--- src/rtl/tt_capture_seq.sv ---
// tt_capture_seq: sequential truth-table capture for a 4-input AIG block.
// Walks x0..x3 through all 16 minterms and samples y0 after a settle delay.
//
// Parameters:
//   SETTLE_CYCLES  cycles x0..x3 are held before y0 is sampled (0..255)
//
// Ports:
//   clk          single clock, rising edge
//   rst          synchronous active-high reset
//   start        begin a capture (accepted only when idle)
//   abort        cancel an in-progress capture (drive/sample phases only)
//   busy         high while driving, sampling or holding a finished table
//   x0..x3       registered minterm bits to the AIG block inputs
//   y0           AIG block output (combinational from x0..x3)
//   tt_out       captured table, bit m = y0 for minterm m
//   tt_valid     tt_out holds a complete table
//   tt_ready     downstream accepts tt_out
//   expected_tt  reference table (only with TT_CHECK_EN)
//   match        registered tt_out == expected_tt (only with TT_CHECK_EN)
//
// Optional feature macro: TT_CHECK_EN (reference compare of the final table).

module tt_capture_seq #(
    parameter int unsigned SETTLE_CYCLES = 1
) (
    input  logic        clk,
    input  logic        rst,
    input  logic        start,
    input  logic        abort,
    output logic        busy,
    output logic        x0,
    output logic        x1,
    output logic        x2,
    output logic        x3,
    input  logic        y0,
    output logic [15:0] tt_out,
    output logic        tt_valid,
    input  logic        tt_ready,
    input  logic [15:0] expected_tt,
    output logic        match
);

    typedef enum logic [1:0] {
        IDLE   = 2'd0,
        DRIVE  = 2'd1,
        SAMPLE = 2'd2,
        DONE   = 2'd3
    } state_t;

    localparam logic [7:0] SETTLE = 8'(SETTLE_CYCLES);

    // With no settle time the drive phase is skipped entirely, so every
    // minterm is loaded straight into the sample phase.
    localparam state_t LOAD_ST = (SETTLE_CYCLES == 0) ? SAMPLE : DRIVE;

    state_t      state;
    logic [3:0]  m;
    logic [7:0]  cnt;
    logic [3:0]  x;
    logic [7:0]  cnt_inc;
    logic [3:0]  m_inc;
    logic [15:0] tt_next;
    logic        last_sample;

    assign x0 = x[0];
    assign x1 = x[1];
    assign x2 = x[2];
    assign x3 = x[3];

    assign cnt_inc = cnt + 8'd1;
    assign m_inc   = m + 4'd1;

    // A sample edge that completes the table (and is not cancelled).
    assign last_sample = (state == SAMPLE) && !abort && (m == 4'd15);

    // Table as it will look after the current sample edge; each bit is
    // written exactly once per capture since m only moves forward.
    always_comb begin
        tt_next    = tt_out;
        tt_next[m] = y0;
    end

    always_ff @(posedge clk) begin
        if (rst) begin
            state    <= IDLE;
            m        <= 4'd0;
            cnt      <= 8'd0;
            x        <= 4'd0;
            busy     <= 1'b0;
            tt_out   <= 16'h0000;
            tt_valid <= 1'b0;
        end else begin
            unique case (state)
                IDLE: begin
                    // start wins over a simultaneous abort here
                    if (start) begin
                        state  <= LOAD_ST;
                        m      <= 4'd0;
                        cnt    <= 8'd0;
                        x      <= 4'd0;
                        busy   <= 1'b1;
                        tt_out <= 16'h0000;
                    end
                end

                DRIVE: begin
                    if (abort) begin
                        state <= IDLE;
                        m     <= 4'd0;
                        cnt   <= 8'd0;
                        x     <= 4'd0;
                        busy  <= 1'b0;
                    end else begin
                        cnt <= cnt_inc;
                        if (cnt_inc == SETTLE) begin
                            state <= SAMPLE;
                        end
                    end
                end

                SAMPLE: begin
                    if (abort) begin
                        // partial table is kept but never validated
                        state <= IDLE;
                        m     <= 4'd0;
                        cnt   <= 8'd0;
                        x     <= 4'd0;
                        busy  <= 1'b0;
                    end else begin
                        tt_out <= tt_next;
                        cnt    <= 8'd0;
                        if (m == 4'd15) begin
                            state    <= DONE;
                            x        <= 4'd0;
                            tt_valid <= 1'b1;
                        end else begin
                            state <= LOAD_ST;
                            m     <= m_inc;
                            x     <= m_inc;
                        end
                    end
                end

                DONE: begin
                    // abort and start are ignored until the table is taken
                    if (tt_ready) begin
                        state    <= IDLE;
                        m        <= 4'd0;
                        busy     <= 1'b0;
                        tt_valid <= 1'b0;
                    end
                end

                default: begin
                    state <= IDLE;
                end
            endcase
        end
    end

`ifdef TT_CHECK_EN
    // Compare is taken on the edge that enters DONE, using the table
    // including the final bit being written on that same edge.
    always_ff @(posedge clk) begin
        if (rst) begin
            match <= 1'b0;
        end else if (last_sample) begin
            match <= (tt_next == expected_tt);
        end else if (state == DONE && tt_ready) begin
            match <= 1'b0;
        end
    end
`else
    logic unused_check;

    assign match        = 1'b0;
    assign unused_check = ^{expected_tt, last_sample};
`endif

endmodule

--- config.mk ---
export PLATFORM = sky130hd
export DESIGN_NAME = tt_capture_seq
export DESIGN_NICKNAME = d
export VERILOG_FILES = /design/src/rtl/tt_capture_seq.sv
export SDC_FILE = /design/constraint.sdc
export NUM_CORES = 1
export LEC_CHECK = 0
export ABC_AREA = 1
export BUFFER_PORTS_ARGS = -buffer_cell sky130_fd_sc_hd__buf_2
export CAP_MARGIN = 40
export CORE_MARGIN = 5
export CORE_UTILIZATION = 35
export DETAILED_ROUTE_END_ITERATION = 10
export PLACE_DENSITY = 0.67
export SETUP_SLACK_MARGIN = 0.4
export SKIP_CTS_REPAIR_TIMING = 1
export SYNTH_ARGS = -nofsm -noshare
export SYNTH_HDL_FRONTEND = slang
export SYNTH_SLANG_ARGS = --single-unit
--- constraint.sdc ---
create_clock -name clk -period 1.5 [get_ports clk]
set_clock_uncertainty 0.05 [all_clocks]
set_input_delay 0.15 -clock clk [delete_from_list [all_inputs] [get_ports clk]]
set_output_delay 0.15 -clock clk [all_outputs]
set_load 0.01 [all_outputs]
**Yosys cells after proc, flatten, opt, wreduce, memory -nomap -nowiden**

Cells that the tools add are included.

- Flip-flop bits (word level): 36
- Latch bits: 0
- RAM bits: 0
- Bits in read-only memories: 0
- Memories: 0

- Add/sub/neg operators: 2
- $mul: 0
- Divide/modulo/power cells: 0
- Magnitude comparators: 2
- Equality and inequality tests: 13
- Shift operators: 0
- Muxes and demuxes: 32
- Bitwise operators: 0
- Reductions and logical operators: 13

Operators with widths:

| kind | count |
|---|---|
| $mux 16 | 2 |
| $pmux 16 s2 | 1 |
| $mux 4 | 7 |
| $pmux 8 s3 | 1 |
| $bwmux 16 | 1 |
| $mux 8 | 2 |
| $pmux 4 s4 | 1 |
| $mux 2 | 6 |
| $pmux 4 s3 | 1 |
| $reduce_and 3->1 | 4 |
| $add 8x1->8 const B | 1 |
| $eq 8x1->1 const B | 1 |
| $ne 2x2->1 const B | 4 |
| $pmux 2 s4 | 1 |
| $reduce_and 4->1 | 2 |
| $mux 1 | 6 |
| $ne 3x3->1 const B | 2 |
| $lt 4x5->1 const B | 1 |
| $add 4x1->4 const B | 1 |
| $demux 1 s4 | 1 |
| $eq 2x2->1 const B | 2 |
| $eq 4x4->1 const B | 1 |
| $ge 4x1->1 const B | 1 |
| $ne 2x1->1 const B | 2 |
| 9 further kinds | 10 |

**Logic depth before layout (Yosys ltp)**

Gate-level depths: netlist of the first run.

- Depth after elaboration: 7
- Mapped depth: 12
- Gate-level depth less buffers: 11

**Worst setup path after synthesis of the first run**

OpenSTA, ideal clock, no wires.

- Path type: register -> register
- Start point: reg state[0]
- End point: reg tt_out[10]
- Library setup time: 136 ps
- Data arrival time: 1391 ps
- Data required time: 1314 ps
- Setup slack: -77 ps
- Cell stages (with the launch flop): 13
- Period minus slack after synthesis: 1577 ps
- Cell sequence: dfxtp_1 > inv_1 > ha_1 > inv_2 > nor2_8 > inv_4 > o21ai_2 > nand2_4 > inv_2 > buf_8 > o21ai_2 > nand2_2 > a21oi_2

- Longest elaborated chain between the ends: 3
- Elaborated cells on any way between the ends: 7

RTL lines:

| item | line | text |
|---|---|---|
| start: declaration | 56 | `state_t state;` |
| start signal: assignment | 85 | `state <= IDLE;` |
| start signal: assignment | 97 | `state <= LOAD_ST;` |
| start signal: assignment | 108 | `state <= IDLE;` |
| $eq 2x2->1 or $logic_not 2->1 (tied branches) | 93 | `unique case (state)` |
| $ne 2x2->1 (no line) or $reduce_bool 2->1 (tied branches) | - |  |
| $reduce_and 3->1 (no line) | - |  |
| end signal: assignment | 130 | `tt_out <= tt_next;` |
| end: declaration | 36 | `output logic [15:0] tt_out,` |

Several ways; a longest one is shown, not always the timed one.
A chain may end at the register's enable or synchronous reset.

**Worst setup path in the final report of the first run**

- Start point: reg state[0]
- End point: reg tt_out[9]

The elaborated chain is that of the path after synthesis.

==> results.sh, run 1 <==
export IMPL_hold_path_class="input pin to register"
export IMPL_final_max_slew_viol_count=0
export IMPL_drive_gt1_frac=0.433
export IMPL_drt_total_wl_um=4590
export IMPL_ant_nets=0
export IMPL_synth_avg_cell_area_um2=7.27
export IMPL_dp_slack_ns=-0.0785
export IMPL_p_leak_nw=1.12
export IMPL_start_kind="register"
export IMPL_die_area_um2=7630
export IMPL_grt_start_max_net_pins=29
export IMPL_start_util=0.356
export IMPL_cp_required_ns=1.62
export IMPL_worstSetupPathType="register to register"
export IMPL_syn_nets=321
export IMPL_cp_arrival_ns=1.64
export IMPL_reg2reg_slack_ns=-0.02
export IMPL_power_mw=2.95
export IMPL_grt_pass1_wl_um=7740
export IMPL_layoutNonFillerInstCount=410
export IMPL_seq_area_frac_synth=0.344
export IMPL_cts_buffers=5
export IMPL_finalNetCount=367
export IMPL_pwr_share_clk=0.266
export IMPL_synthFlopType="dfxtp_1"
export IMPL_cp_startpoint="state[0]$_SDFFE_PP0P_"
export IMPL_placed_cell_area_um2=2510
export IMPL_outcome="complete, but fails checks"
export IMPL_worstSkewPairLatency_ns=0.29
export IMPL_drt_iter0_drc=87
export IMPL_final_common_cell="nand2_1"
export IMPL_p_int_mw=1.90
export IMPL_die_y_um=87.4
export IMPL_root_buffer="clkbuf_8"
export IMPL_clk_pin_slew_ns=0.07
export IMPL_fp_dieW_um=87.4
export IMPL_maxCapViolCount=0
export IMPL_p_comb_frac=0.370
export IMPL_rows=28
export IMPL_worstSetupEndpointType="register"
export IMPL_synth_cells=288
export IMPL_layout_common_cells="nand2_1 (58), nor2_1 (30), dfxtp_1 (29)"
export IMPL_power_density_nw_per_um2=1080
export IMPL_gr_total_overflow=0
export IMPL_sw_frac_of_total=0.356
export IMPL_dpl_hpwl_um=3440
export IMPL_hp_start="rst"
export IMPL_clock_sinks=36
export IMPL_portBuffers=27
export IMPL_netSwitchingPower_mw=1.05
export IMPL_setup_violations=8
export IMPL_antenna_found_initial=0
export IMPL_timing_rr_start="state[0]$_SDFFE_PP0P_"
export IMPL_final_util=0.466
export IMPL_first_global_vias=1782
export IMPL_synth_area_um2=2090
export IMPL_fin_ws_ns=-0.0197
export IMPL_async_flop_share=0
export IMPL_cp_max_fo=6
export IMPL_finalHoldViolCount=0
export IMPL_drc=0
export IMPL_syn_to_final_growth_pct=30.9
export IMPL_fin_crit_sh=1.01
export IMPL_place_gp_congestion=0.789
export IMPL_wl_per_cell_um=11.2
export IMPL_failed_checks="setup timing"
export IMPL_cts_tree="done"
export IMPL_grt_total_usage=0.126
export IMPL_rsz0062_at_grt="true"
export IMPL_yosysUniqueCellTypes=33
export IMPL_dp_cells=397
export IMPL_synth_edf_count=0
export IMPL_synth_seq_cells=36
export IMPL_p_seq_frac=0.364
export IMPL_cts_buffer_depth=2
export IMPL_first_pass_iters=4
export IMPL_cts_htree_levels=2
export IMPL_maxClockFrequency_ghz=0.658
export IMPL_peakVddDrop_v=0.000445
export IMPL_antenna_cells=0
export IMPL_core_um2=5890
export IMPL_post_route_min_period_ns=1.52
export IMPL_design_area_um2=2740
export IMPL_synth_warnings=0
export IMPL_vias_per_cell=4.67
export IMPL_vias=1914
export IMPL_io_pins=45
[through the flow]
stage	hold slack [ns]	TNS, ns
6_report	0.179	-0.0870
5_1_grt	0.231	-2.44
4_1_cts	0.181	-0.801
3_5_place_dp	0.394	-0.441
3_3_place_gp	0.389	-0.103
2_1_floorplan	0.295	0
[state kept, by name, summed over array words and instances, names as in the netlist]
| signal | cells |
|---|---|
| x | 4 |
| tt_out | 16 |
| m | 4 |
| state | 2 |
| cnt | 8 |
| busy | 1 |
| tt_valid | 1 |
[cells in the mapped netlist, types with 8 or more instances]
cell type,n,area [µm²]
a21oi_2,10,87.6
inv_1,28,105
nor2_1,36,135
ha_1,11,138
o21ai_2,11,96.3
a21oi_1,24,120
nand3_1,8,40.0
dfxtp_1,36,721
o21ai_0,15,75.1
nand2_2,12,75.1
nand2_1,60,225
[kinds of logic (layout without fill, tap and decap cells)]
group / Yosys count / in the layout / synth area share
AOI/OAI and AO/OA: 67 / 67 / 0.205
and+or+nand+nor: 131 / 131 / 0.292
other: 1 / 1 / 0.00179
adders and majority gates: 11 / 11 / 0.0657
DFF: 36 / 36 / 0.344
buffers and inverters: 41 / 88 / 0.0866
xor gates and xnor gates: 1 / 1 / 0.00418
[critical path, stage by stage (launching register included)]
cell     delay (ns)
dfxtp_4        0.37
inv_4          0.07
ha_4           0.16
inv_4          0.05
nor2_8         0.11
inv_4          0.07
o21ai_2        0.08
nand2_4        0.09
inv_4          0.09
buf_12         0.12
o21ai_2        0.05
nand2_2        0.06
a21oi_2        0.04
[cell type report]
type	instances	area (µm²)
repair buffers	46	323
flip-flops and latches	36	739
fillers	608	3140
well taps	75	93.8
multi-input cells	211	1340
clock inverters	1	5.00
inverters	34	140
clock buffers	7	97.6
[power by group through the flow]
stage / combinational, mW / clock, mW / sequential (mW)
detailed placement: 0.990 / 0 / 1.09
global placement: 0.979 / 0 / 1.09
floorplan: 0.697 / 0 / 1.09
finish: 1.09 / 0.784 / 1.07
global route: 1.20 / 0.855 / 1.08
CTS: 0.995 / 0.807 / 1.07
[routing by layer]
layer | share of wire | global-route usage | vias to the layer above
met5 | 0 | 0 | -
met4 | 0.015 | 0.0432 | 0
met3 | 0.032 | 0.0265 | 9
met2 | 0.46 | 0.204 | 25
met1 | 0.49 | 0.167 | 865
li1 | - | - | 1015
[path summary, 6_finish.rpt]
kind	end	depth (start not counted)
worst max-delay path	tt_out[9]$_SDFFE_PP0P_	12
worst min-delay path	state[0]$_SDFFE_PP0P_	4
worst max register to register	tt_out[9]$_SDFFE_PP0P_	12
worst min register to register	busy$_SDFFE_PP0P_	2
(Power assumes the default switching activity.)
==> run 2: changes to the inputs <==
--- a/config.mk
+++ b/config.mk
@@ -8,6 +8,7 @@
 export ABC_AREA = 1
 export BUFFER_PORTS_ARGS = -buffer_cell sky130_fd_sc_hd__buf_2
 export CAP_MARGIN = 40
+export CORE_ASPECT_RATIO = 0.7
 export CORE_MARGIN = 5
 export CORE_UTILIZATION = 35
 export DETAILED_ROUTE_END_ITERATION = 10
==> results.sh, run 2 (synthesized netlist as in run 1, its figures left out) <==
export IMPL_root_buffer="clkbuf_8"
export IMPL_antenna_cells=0
export IMPL_cp_arrival_ns=1.76
export IMPL_rsz0062_at_grt="true"
export IMPL_syn_to_final_growth_pct=33.0
export IMPL_worstSetupPathDepth=10
export IMPL_fp_dieW_um=102
export IMPL_grt_start_max_net_pins=29
export IMPL_cp_max_fo=8
export IMPL_pwr_share_clk=0.286
export IMPL_outcome="complete, but fails checks"
export IMPL_maxClockFrequency_ghz=0.631
export IMPL_netSwitchingPower_mw=1.09
export IMPL_p_leak_nw=1.14
export IMPL_hold_path_class="input pin to register"
export IMPL_p_seq_frac=0.357
export IMPL_sw_frac_of_total=0.361
export IMPL_reg2reg_depth=10
export IMPL_gr_total_overflow=0
export IMPL_n_fill_cell=573
export IMPL_timing_rr_start="state[1]$_SDFFE_PP0P_"
export IMPL_layout_common_cells="nand2_1 (47), nor2_1 (32), dfxtp_1 (28)"
export IMPL_die_area_um2=7660
export IMPL_rows=23
export IMPL_p_comb_frac=0.357
export IMPL_vias=1972
export IMPL_worstSkewPairLatency_ns=0.29
export IMPL_drt_total_wl_um=5070
export IMPL_drt_iter0_drc=77
export IMPL_max_stage_delay_ns=0.37
export IMPL_cts_htree_levels=2
export IMPL_finalHoldViolCount=0
export IMPL_cts_buffer_depth=2
export IMPL_final_common_cell="nand2_1"
export IMPL_first_pass_iters=4
export IMPL_setup_violations=20
export IMPL_grt_total_usage=0.136
export IMPL_wl_per_cell_um=12.4
export IMPL_finalNetCount=367
export IMPL_grt_pass1_wl_um=8310
export IMPL_power_density_nw_per_um2=1080
export IMPL_start_util=0.364
export IMPL_crit_chain="buf_6 -> ha_4 -> inv_4 -> nor2_8 -> inv_4 -> buf_6 -> nor2_4 -> clkbuf_16 -> nand2_1 -> a21oi_1"
export IMPL_layoutNonFillerInstCount=410
export IMPL_place_gp_congestion=0.833
export IMPL_peakVddDrop_v=0.000528
export IMPL_largest_register_ffs=16
export IMPL_design_area_um2=2790
export IMPL_power_mw=3.01
export IMPL_slowest_stage="dfxtp_4"
export IMPL_worstSetupPathType="register to register"
export IMPL_clock_sinks=36
export IMPL_cts_buffers=5
export IMPL_failed_checks="setup timing"
export IMPL_clk_pin_slew_ns=0.08
export IMPL_p_int_mw=1.92
export IMPL_drc=0
export IMPL_antenna_found_initial=0
export IMPL_final_max_slew_viol_count=0
export IMPL_cp_required_ns=1.68
export IMPL_first_global_vias=1873
export IMPL_maxCapViolCount=0
export IMPL_core_um2=5760
export IMPL_portBuffers=27
export IMPL_reg2reg_slack_ns=-0.09
export IMPL_endpoint="tt_out[2]$_SDFFE_PP0P_"
export IMPL_cp_startpoint="state[1]$_SDFFE_PP0P_"
export IMPL_dpl_hpwl_um=3590
export IMPL_fin_crit_sh=1.06
export IMPL_cts_tree="done"
export IMPL_fin_ws_ns=-0.0855
export IMPL_start_kind="register"
export IMPL_die_y_um=74.7
export IMPL_drive_gt1_frac=0.484
export IMPL_cp_buffers_inverters=5
export IMPL_regToRegEndpoint="tt_out[2]$_SDFFE_PP0P_"
export IMPL_largest_register="tt_out"
export IMPL_dp_cells=395
export IMPL_ant_nets=0
export IMPL_top_regs="tt_out: 16 flops, cnt: 8 flops"
export IMPL_placed_cell_area_um2=2470
export IMPL_path_delay_family="buffers and inverters"
export IMPL_tns_ns=-1.14
export IMPL_whs_ns=0.184
export IMPL_io_pins=45
export IMPL_vias_per_cell=4.81
export IMPL_worstSetupEndpointType="register"
export IMPL_post_route_min_period_ns=1.59
[run 2: cell types whose count changed in the layout (fill, tap and decap cells not counted), moves of 2 or more]
| cell | before | now |
|---|---|---|
| nand2_1 | 58 | 47 |
| nand2_2 | 12 | 23 |
| inv_1 | 22 | 19 |
| inv_2 | 7 | 10 |
| buf_12 | 3 | 1 |
| dfxtp_2 | 3 | 5 |
| nor2_1 | 30 | 32 |
[run 2: power groups by stage]
| stage | Sequential, mW | Combinational, mW | Clock, mW |
|---|---|---|---|
| 6_report | 1.07 | 1.07 | 0.862 |
| 5_1_grt | 1.08 | 1.19 | 0.943 |
| 4_1_cts | 1.07 | 0.908 | 0.895 |
| 3_5_place_dp | 1.09 | 0.904 | 0 |
| 3_3_place_gp | 1.09 | 0.892 | 0 |
| 2_1_floorplan | 1.09 | 0.697 | 0 |
[run 2: metrics by stage]
step           setup slack (ns)   util
2_1_floorplan            0.0432      -
3_3_place_gp            -0.0716  0.430
3_5_place_dp             -0.106  0.430
4_1_cts                  -0.135  0.449
5_1_grt                  -0.190  0.484
6_report                -0.0855  0.484
[run 2: layer usage]
layer  track usage  part of all wire  routed length [µm]  vias to the layer above
met3        0.0343             0.027                 135                        5
met1         0.181              0.48                2410                      923
met2         0.221              0.49                2480                       24
li1              -                 -                   -                     1020
met5             0                 0                   0                        -
met4        0.0408            0.0091                  46                        0
[run 2: area by class of cell]
cell class / count / area [µm²] / share of cell area
Clock buffer: 5 / 68.8 / 0.0247
Clock inverter: 3 / 41.3 / 0.0148
Inverter: 34 / 143 / 0.0512
Multi-Input combinational cell: 211 / 1380 / 0.496
Sequential cell: 36 / 738 / 0.265
Tap cell: 75 / 93.8 / 0.0337
Timing Repair Buffer: 46 / 319 / 0.115
[run 2: worst min-delay path: stages]
cell     delay, ns
buf_2         0.09
inv_1         0.12
nand2_1       0.10
nor2_1        0.04
[run 2: worst min path at each step]
stage                                 start               endpoint  slack (ns)  depth (start not counted)
final                                   rst  state[0]$_SDFFE_PP0P_        0.18                          4
after CTS                               rst  state[0]$_SDFFE_PP0P_        0.17                          4
after floorplan                       abort      busy$_SDFFE_PP0P_        0.30                          2
after global placement    busy$_SDFFE_PP0P_      busy$_SDFFE_PP0P_        0.38                          2
after global routing                    rst  state[0]$_SDFFE_PP0P_        0.20                          4
after detailed placement  busy$_SDFFE_PP0P_      busy$_SDFFE_PP0P_        0.39                          2
